### config.mk
export PLATFORM = sky130hd
export DESIGN_NAME = tiny_mmio_uart_tx_flat
export DESIGN_NICKNAME = d
export VERILOG_FILES = /design/src/rtl/tiny_mmio_uart_tx_if.sv /design/src/rtl/tiny_mmio_uart_tx.sv /design/src/flat_wrapper.sv
export SDC_FILE = /design/constraint.sdc
export NUM_CORES = 1
export LEC_CHECK = 0
export ABC_AREA = 1
export BUFFER_PORTS_ARGS = -buffer_cell sky130_fd_sc_hd__buf_2
export CORE_ASPECT_RATIO = 1.1
export CORE_MARGIN = 4
export CORE_UTILIZATION = 61
export DETAILED_ROUTE_END_ITERATION = 7
export GPL_ROUTABILITY_DRIVEN = 0
export GPL_TIMING_DRIVEN = 0
export PLACE_DENSITY = 0.84
export SYNTH_ARGS = -nofsm -noshare
export SYNTH_HDL_FRONTEND = slang
export SYNTH_SLANG_ARGS = --single-unit
### constraint.sdc
create_clock -name clk -period 5.2 [get_ports clk]
set_clock_uncertainty 0.05 [all_clocks]
set_input_delay 1.04 -clock clk [delete_from_list [all_inputs] [get_ports clk]]
set_output_delay 1.04 -clock clk [all_outputs]
set_load 0.01 [all_outputs]
### src/rtl/tiny_mmio_uart_tx_if.sv
// Memory-mapped request/response bundle between an initiator and the tiny UART transmitter.
interface tiny_mmio_uart_tx_if;
  logic        mem_valid;
  logic        mem_we;
  logic [31:0] mem_addr;
  logic [31:0] mem_wdata;
  logic [3:0]  mem_wstrb;
  logic        mem_ready;
  logic [31:0] mem_rdata;

  modport master (
    output mem_valid, mem_we, mem_addr, mem_wdata, mem_wstrb,
    input  mem_ready, mem_rdata
  );

  modport slave (
    input  mem_valid, mem_we, mem_addr, mem_wdata, mem_wstrb,
    output mem_ready, mem_rdata
  );
endinterface

### src/rtl/tiny_mmio_uart_tx.sv
// MMIO-programmed UART transmitter with a byte FIFO and runtime divisor.
// Define TINY_UART_TX_PARITY_EN to add an even-parity bit to every frame.
module tiny_mmio_uart_tx #(
  parameter int unsigned CLKS_PER_BIT = 16,
  parameter int unsigned FIFO_DEPTH   = 8
) (
  input  logic                clk,
  input  logic                rst_n,
  tiny_mmio_uart_tx_if.slave  bus,
  output logic                uart_tx
);
  localparam int unsigned PTR_W = $clog2(FIFO_DEPTH);
  localparam int unsigned CNT_W = PTR_W + 1;
  localparam int unsigned DIV_W = 16;

  typedef enum logic [2:0] {
    ST_IDLE,
    ST_START,
    ST_DATA,
`ifdef TINY_UART_TX_PARITY_EN
    ST_PARITY,
`endif
    ST_STOP
  } state_t;

  logic [7:0]       fifo_mem [FIFO_DEPTH];
  logic [PTR_W-1:0] wr_ptr;
  logic [PTR_W-1:0] rd_ptr;
  logic [CNT_W-1:0] count;
  logic             ovf;
  logic [DIV_W-1:0] divisor;

  state_t           state;
  logic [DIV_W-1:0] div_lat;
  logic [DIV_W-1:0] bit_cnt;
  logic [2:0]       bit_idx;
  logic [7:0]       shreg;
  logic             par;

  logic             accept_c;
  logic             wr_c;
  logic [1:0]       sel_c;
  logic             push_req_c;
  logic             push_c;
  logic             pop_c;
  logic             ovf_set_c;
  logic             ovf_clr_c;
  logic             div_wr_c;
  logic             full_c;
  logic             empty_c;
  logic             busy_c;
  logic             bit_end_c;
  logic [7:0]       status_c;
  logic [31:0]      rdata_c;
  logic             unused_bits;

  assign accept_c   = bus.mem_valid && !bus.mem_ready;
  assign wr_c       = accept_c && bus.mem_we;
  assign sel_c      = bus.mem_addr[3:2];
  assign full_c     = (count == CNT_W'(FIFO_DEPTH));
  assign empty_c    = (count == '0);
  assign busy_c     = (state != ST_IDLE);
  assign pop_c      = (state == ST_IDLE) && !empty_c;
  assign push_req_c = wr_c && (sel_c == 2'd0) && bus.mem_wstrb[0];
  // A full FIFO still takes a byte when the serializer pops in the same cycle.
  assign push_c     = push_req_c && (!full_c || pop_c);
  assign ovf_set_c  = push_req_c && full_c && !pop_c;
  assign ovf_clr_c  = wr_c && (sel_c == 2'd1) && bus.mem_wstrb[0] && bus.mem_wdata[3];
  assign div_wr_c   = wr_c && (sel_c == 2'd2);
  assign status_c   = {4'(count), ovf, empty_c, full_c, busy_c};
  assign bit_end_c  = (bit_cnt == div_lat - DIV_W'(1));

  assign unused_bits = ^{bus.mem_addr[31:4], bus.mem_addr[1:0],
                         bus.mem_wdata[31:16], bus.mem_wstrb[3:2]};

  // Register read mux; TXDATA and the reserved slot read as zero.
  always_comb begin
    rdata_c = '0;
    case (sel_c)
      2'd1:    rdata_c = {24'b0, status_c};
      2'd2:    rdata_c = {16'b0, divisor};
      default: rdata_c = '0;
    endcase
  end

  // Bus response, FIFO bookkeeping and control registers.
  always_ff @(posedge clk) begin
    if (!rst_n) begin
      bus.mem_ready <= 1'b0;
      bus.mem_rdata <= '0;
      wr_ptr        <= '0;
      rd_ptr        <= '0;
      count         <= '0;
      ovf           <= 1'b0;
      divisor       <= DIV_W'(CLKS_PER_BIT);
    end else begin
      bus.mem_ready <= accept_c;
      bus.mem_rdata <= (accept_c && !bus.mem_we) ? rdata_c : '0;
      if (push_c) wr_ptr <= wr_ptr + PTR_W'(1);
      if (pop_c)  rd_ptr <= rd_ptr + PTR_W'(1);
      if (push_c && !pop_c)      count <= count + CNT_W'(1);
      else if (!push_c && pop_c) count <= count - CNT_W'(1);
      if (ovf_set_c)      ovf <= 1'b1;
      else if (ovf_clr_c) ovf <= 1'b0;
      if (div_wr_c && bus.mem_wstrb[0]) divisor[7:0]  <= bus.mem_wdata[7:0];
      if (div_wr_c && bus.mem_wstrb[1]) divisor[15:8] <= bus.mem_wdata[15:8];
    end
  end

  // FIFO storage carries no reset; only the pointers and count define its contents.
  always_ff @(posedge clk) begin
    if (push_c) fifo_mem[wr_ptr] <= bus.mem_wdata[7:0];
  end

  // Serializer: uart_tx is loaded together with the state it belongs to.
  always_ff @(posedge clk) begin
    if (!rst_n) begin
      state   <= ST_IDLE;
      uart_tx <= 1'b1;
      div_lat <= DIV_W'(1);
      bit_cnt <= '0;
      bit_idx <= '0;
      shreg   <= '0;
      par     <= 1'b0;
    end else begin
      case (state)
        ST_IDLE: begin
          uart_tx <= 1'b1;
          bit_cnt <= '0;
          if (pop_c) begin
            shreg   <= fifo_mem[rd_ptr];
            par     <= ^fifo_mem[rd_ptr];
            div_lat <= (divisor == '0) ? DIV_W'(1) : divisor;
            state   <= ST_START;
            uart_tx <= 1'b0;
          end
        end
        ST_START: begin
          if (bit_end_c) begin
            bit_cnt <= '0;
            bit_idx <= '0;
            state   <= ST_DATA;
            uart_tx <= shreg[0];
          end else begin
            bit_cnt <= bit_cnt + DIV_W'(1);
          end
        end
        ST_DATA: begin
          if (bit_end_c) begin
            bit_cnt <= '0;
            if (bit_idx == 3'd7) begin
`ifdef TINY_UART_TX_PARITY_EN
              state   <= ST_PARITY;
              uart_tx <= par;
`else
              state   <= ST_STOP;
              uart_tx <= 1'b1;
`endif
            end else begin
              bit_idx <= bit_idx + 3'(1);
              shreg   <= {1'b0, shreg[7:1]};
              uart_tx <= shreg[1];
            end
          end else begin
            bit_cnt <= bit_cnt + DIV_W'(1);
          end
        end
`ifdef TINY_UART_TX_PARITY_EN
        ST_PARITY: begin
          if (bit_end_c) begin
            bit_cnt <= '0;
            state   <= ST_STOP;
            uart_tx <= 1'b1;
          end else begin
            bit_cnt <= bit_cnt + DIV_W'(1);
          end
        end
`endif
        ST_STOP: begin
          if (bit_end_c) begin
            bit_cnt <= '0;
            state   <= ST_IDLE;
            uart_tx <= 1'b1;
          end else begin
            bit_cnt <= bit_cnt + DIV_W'(1);
          end
        end
        default: begin
          state   <= ST_IDLE;
          uart_tx <= 1'b1;
        end
      endcase
    end
  end
endmodule

### src/flat_wrapper.sv
// flat-port wrapper written by rule: the top's interface ports become plain ports
module tiny_mmio_uart_tx_flat 
#(
  parameter int unsigned CLKS_PER_BIT = 16,
  parameter int unsigned FIFO_DEPTH   = 8
)
  (clk, rst_n, uart_tx, bus_mem_valid, bus_mem_we, bus_mem_addr, bus_mem_wdata, bus_mem_wstrb, bus_mem_ready, bus_mem_rdata);
  tiny_mmio_uart_tx_if bus_i ();
  input  logic clk;
  input  logic rst_n;
  output logic uart_tx;
  input wire logic [$bits(bus_i.mem_valid)-1:0] bus_mem_valid;
  input wire logic [$bits(bus_i.mem_we)-1:0] bus_mem_we;
  input wire logic [$bits(bus_i.mem_addr)-1:0] bus_mem_addr;
  input wire logic [$bits(bus_i.mem_wdata)-1:0] bus_mem_wdata;
  input wire logic [$bits(bus_i.mem_wstrb)-1:0] bus_mem_wstrb;
  output wire logic [$bits(bus_i.mem_ready)-1:0] bus_mem_ready;
  output wire logic [$bits(bus_i.mem_rdata)-1:0] bus_mem_rdata;
  assign bus_i.mem_valid = bus_mem_valid;
  assign bus_i.mem_we = bus_mem_we;
  assign bus_i.mem_addr = bus_mem_addr;
  assign bus_i.mem_wdata = bus_mem_wdata;
  assign bus_i.mem_wstrb = bus_mem_wstrb;
  assign bus_mem_ready = bus_i.mem_ready;
  assign bus_mem_rdata = bus_i.mem_rdata;
  tiny_mmio_uart_tx #(.CLKS_PER_BIT(CLKS_PER_BIT), .FIFO_DEPTH(FIFO_DEPTH)) u_core (.clk(clk), .rst_n(rst_n), .bus(bus_i), .uart_tx(uart_tx));
endmodule
==> metrics.txt <==
# TYPE chip_impl_metric gauge
chip_impl_metric{name="post_dp_cell_area",unit="sq mm"} 0.008092
chip_impl_metric{name="finish.cell_count_without_fillers",unit=""} 1155
chip_impl_metric{name="nFillCells",unit=""} 886
chip_impl_info{name="grt_setup_unrepaired",value="no"} 1
chip_impl_metric{name="grt_start_max_net_pins",unit=""} 17
chip_impl_info{name="holdPathEnd",value="u_core.bus.mem_rdata[3]"} 1
chip_impl_metric{name="power-per-cell-area",unit="mW/mm^2"} 563.1
chip_impl_metric{name="fin_hold_ws",unit="ns"} 0.4206
chip_impl_metric{name="yosysUniqueCellTypes",unit=""} 51
chip_impl_metric{name="timing_worst_slew_pin_value",unit="ns"} 1.272
chip_impl_info{name="outcome",value="completed"} 1
chip_impl_metric{name="final_layout_size_suffix_gt1_share",unit="%"} 14.19
chip_impl_metric{name="synth_enable_flop_cells",unit=""} 64
chip_impl_info{name="ys.flop_type",value="dfxtp_1"} 1
chip_impl_metric{name="power.total",unit="mW"} 4.908
chip_impl_metric{name="via_count_of_the_first_global_routing_pass",unit=""} 6273
chip_impl_metric{name="worst_r2r_path_depth",unit=""} 15
chip_impl_metric{name="crit_arrival",unit="ns"} 3.68
chip_impl_metric{name="final-max-slew-violation-count",unit=""} 0
chip_impl_metric{name="syn-cell-area",unit="sq mm"} 0.007637
chip_impl_metric{name="hold_path_depth",unit=""} 2
chip_impl_info{name="min_from",value="u_core.ovf"} 1
chip_impl_metric{name="drt-pass1-iter-count",unit=""} 7
chip_impl_metric{name="timing.critical_path.required",unit="ns"} 5.47
chip_impl_info{name="crit_path_end_kind",value="register"} 1
chip_impl_metric{name="insertedDiodeCount",unit=""} 0
chip_impl_metric{name="timing.final.ws_setup",unit="ns"} 1.798
chip_impl_metric{name="tritoncts_buffers",unit=""} 17
chip_impl_metric{name="p_leak",unit="nW"} 3.612
chip_impl_metric{name="globalRouteTotalUtil",unit="%"} 26.58
chip_impl_metric{name="post-route-util",unit="%"} 71.80
chip_impl_metric{name="synth_cells",unit=""} 912
chip_impl_metric{name="setup_viol_count_final",unit=""} 0
chip_impl_metric{name="cts_h_tree_depth",unit=""} 4
chip_impl_metric{name="fp.dieH",unit="um"} 125.4
chip_impl_metric{name="placement.io_buffers",unit=""} 41
chip_impl_metric{name="cts.reportedPaths.clkPinSlew",unit="ns"} 0.07
chip_impl_metric{name="post_synthesis_sequential_area_ratio",unit="%"} 49.54
chip_impl_metric{name="final_antenna_net_count",unit=""} 0
chip_impl_metric{name="rrSetupSlack",unit="ns"} 1.80
chip_impl_metric{name="buffer_depth_of_the_longest_clock_path",unit=""} 2
chip_impl_metric{name="row_count",unit=""} 42
chip_impl_metric{name="totalNegativeSetupSlack",unit="ns"} 0
chip_impl_metric{name="dieWidth",unit="um"} 114.7
chip_impl_metric{name="synth-seq-cells",unit=""} 157
chip_impl_metric{name="detail_route.drc_violations",unit=""} 0
chip_impl_metric{name="clkLatencyLatePin",unit="ns"} 0.43
chip_impl_info{name="tritoncts",value="done"} 1
chip_impl_metric{name="time_the_final_worst_path_needs_with_i_o_delays_and_setup",unit="ns"} 3.402
chip_impl_metric{name="globalRouteOverflowTotal",unit=""} 0
chip_impl_info{name="hold_class",value="reg2reg"} 1
chip_impl_metric{name="postCtsSetupBuffers",unit=""} 0
chip_impl_info{name="r2r_end",value="u_core.count[3]"} 1
chip_impl_metric{name="final-hold-violation-count",unit=""} 0
chip_impl_metric{name="vdd_ir_drop_max",unit="mV"} 0.3510
chip_impl_metric{name="slew-limit-headroom",unit="%"} 14.57
chip_impl_info{name="criticalPathCategory",value="reg2reg"} 1
chip_impl_metric{name="first_pass_grt_wire_length",unit="um"} 30330
chip_impl_info{name="r2r_start",value="u_core.state[0]"} 1
chip_impl_metric{name="place_ws",unit="ns"} 1.511
chip_impl_metric{name="ctsHoldBuffers",unit=""} 0
chip_impl_metric{name="routed_wl",unit="um"} 18380
chip_impl_info{name="setup.worst_path.start_class",value="register"} 1
chip_impl_metric{name="antenna_found_initial",unit=""} 0
chip_impl_metric{name="dieArea",unit="sq mm"} 0.01438
chip_impl_metric{name="detailed_route_wire_length_per_cell",unit="um"} 15.92
chip_impl_metric{name="routed_via_density",unit=""} 5.621
chip_impl_metric{name="place_inst",unit=""} 1122
chip_impl_metric{name="synth_warnings",unit=""} 0
chip_impl_metric{name="area_growth",unit="%"} 14.12
chip_impl_metric{name="core",unit="sq mm"} 0.01214
chip_impl_metric{name="cts_num_sinks",unit=""} 157
chip_impl_metric{name="final_min_period_over_clock_period",unit="%"} 65.43
chip_impl_metric{name="detailed_place_hpwl",unit="um"} 12530
chip_impl_metric{name="detailroute.via_count",unit=""} 6492
chip_impl_metric{name="num-nets-final",unit=""} 1080
chip_impl_metric{name="ys_async_sr_fraction",unit="%"} 0
chip_impl_metric{name="initialDrtViolationCount",unit=""} 538
chip_impl_metric{name="reported_max_cap_violation_count",unit=""} 0
chip_impl_metric{name="floorplan.initialDensity",unit="%"} 62.91
chip_impl_metric{name="post_synth.cell_area_avg",unit="sq um"} 8.374
chip_impl_metric{name="postCtsResizedCells",unit=""} 0
chip_impl_info{name="root_buffer",value="clkbuf_16"} 1
chip_impl_metric{name="critPathMaxFanout",unit=""} 10
chip_impl_metric{name="clock.fmax",unit="MHz"} 293.9
chip_impl_metric{name="postLayoutCellArea",unit="sq mm"} 0.008716
chip_impl_metric{name="floorplan.io_pins",unit=""} 106
-- worst max path at each step --
| stage | start | end | slack, ns | depth (start not counted) |
|---|---|---|---|---|
| after floorplan | bus_mem_addr[2] | u_core.count[3] | 2.15 | 14 |
| after global placement | bus_mem_addr[2] | u_core.fifo_mem[7][0] | 1.58 | 9 |
| after detailed placement | bus_mem_addr[2] | u_core.fifo_mem[3][7] | 1.51 | 9 |
| after CTS | u_core.state[0] | u_core.count[3] | 1.81 | 15 |
| after global routing | u_core.state[0] | u_core.count[3] | 1.42 | 15 |
| final | u_core.state[0] | u_core.count[3] | 1.80 | 15 |
-- registers in the layout, indices dropped and copies added (netlist names), named ones only --
signal,cells
u_core.fifo_mem,64
u_core.bit_cnt,16
u_core.bus.mem_rdata,16
u_core.div_lat,16
u_core.divisor,16
u_core.shreg,8
u_core.count,4
u_core.bit_idx,3
u_core.rd_ptr,3
u_core.wr_ptr,3
u_core.state,2
u_core.bus.mem_ready,1
u_core.ovf,1
u_core.uart_tx,1
-- area by class of cell --
type,instances,area [sq um],share of cell area (%)
Tap cell,154,192.7,2.211
Clock buffer,17,425.4,4.881
Buffer,45,244.0,2.799
Sequential cell,157,3784,43.41
Inverter,101,379.1,4.350
Timing Repair Buffer,43,217.7,2.498
Multi-Input combinational cell,624,3302,37.88
Clock inverter,14,171.4,1.967
-- cells in the mapped netlist (6+ instances only) --
cell type | instances | share of area (%)
xor2_1 | 12 | 1.4
nand2_2 | 13 | 1.1
nand2_1 | 154 | 7.6
o21ai_0 | 91 | 6.0
nor2_2 | 8 | 0.66
nor3_1 | 16 | 1.0
nand3b_1 | 7 | 0.69
dfxtp_1 | 93 | 24
buf_4 | 16 | 1.6
inv_1 | 95 | 4.7
nand3_1 | 40 | 2.6
nand4_1 | 19 | 1.6
a21oi_1 | 72 | 4.7
ha_1 | 18 | 2.9
xnor2_1 | 6 | 0.69
o22ai_1 | 13 | 1.1
edfxtp_1 | 64 | 25
clkbuf_1 | 23 | 1.1
nor2_1 | 101 | 5.0
-- report_power, final --
part | internal [mW] | switching, mW
clock | 0.723 | 0.547
sequential | 1.42 | 0.175
combinational | 0.677 | 1.36
-- layer usage --
metal | up-vias | part of all wire (%) | GRT usage, %
li1 | 3166 | - | -
met1 | 2997 | 40 | 32.96
met2 | 275 | 50 | 45.73
met3 | 54 | 7.0 | 4.833
met4 | 0 | 2.9 | 10.13
met5 | - | 0 | 0
-- worst max-delay path, cell delays in order (launching register included) --
cell,delay (ns)
dfxtp_1,0.35
inv_1,0.11
ha_1,0.42
inv_1,0.13
nor2_1,0.50
inv_1,0.21
ha_1,0.28
inv_1,0.12
ha_1,0.27
and3_1,0.19
a211oi_1,0.24
nor2_1,0.07
nor2_1,0.09
nand2_1,0.07
o21ai_0,0.14
a21oi_1,0.05
-- cells by family (layout without fill, tap and decap cells) --
kind of cell / count (synthesis) / count (layout) / synth area share, %
flip-flops: 157 / 157 / 49.54
adder cells (fa/ha/maj): 19 / 19 / 3.211
AO/OA/AOI/OAI: 188 / 188 / 12.99
XOR/XNOR: 21 / 21 / 2.703
AND/OR/NAND/NOR: 380 / 380 / 23.35
other: 1 / 16 / 0.04910
buffers and inverters: 146 / 220 / 8.158
-- cell usage in the layout (no fill, tap or decap), types with 3 or more instances in the layout --
| cell | n |
|---|---|
| edfxtp_1 | 64 |
| dfxtp_1 | 93 |
| ha_1 | 18 |
| inv_8 | 4 |
| nor2_4 | 4 |
| a21oi_1 | 72 |
| clkbuf_1 | 23 |
| nor4_1 | 4 |
| buf_4 | 16 |
| nand2_1 | 154 |
| xor2_1 | 12 |
| nand3_1 | 40 |
| o221ai_1 | 3 |
| xnor2_1 | 6 |
| nor3_2 | 4 |
| inv_6 | 4 |
| o21ai_0 | 91 |
| nand4_1 | 19 |
| inv_2 | 4 |
| clkinvlp_4 | 3 |
| nand3b_1 | 7 |
| buf_2 | 45 |
| o22ai_1 | 13 |
| clkbuf_16 | 17 |
| nor2_1 | 101 |
| conb_1 | 16 |
| nor2_2 | 8 |
| nor3_1 | 13 |
| nand2_2 | 13 |
| inv_1 | 95 |
Power figures use the tool's default switching activity.
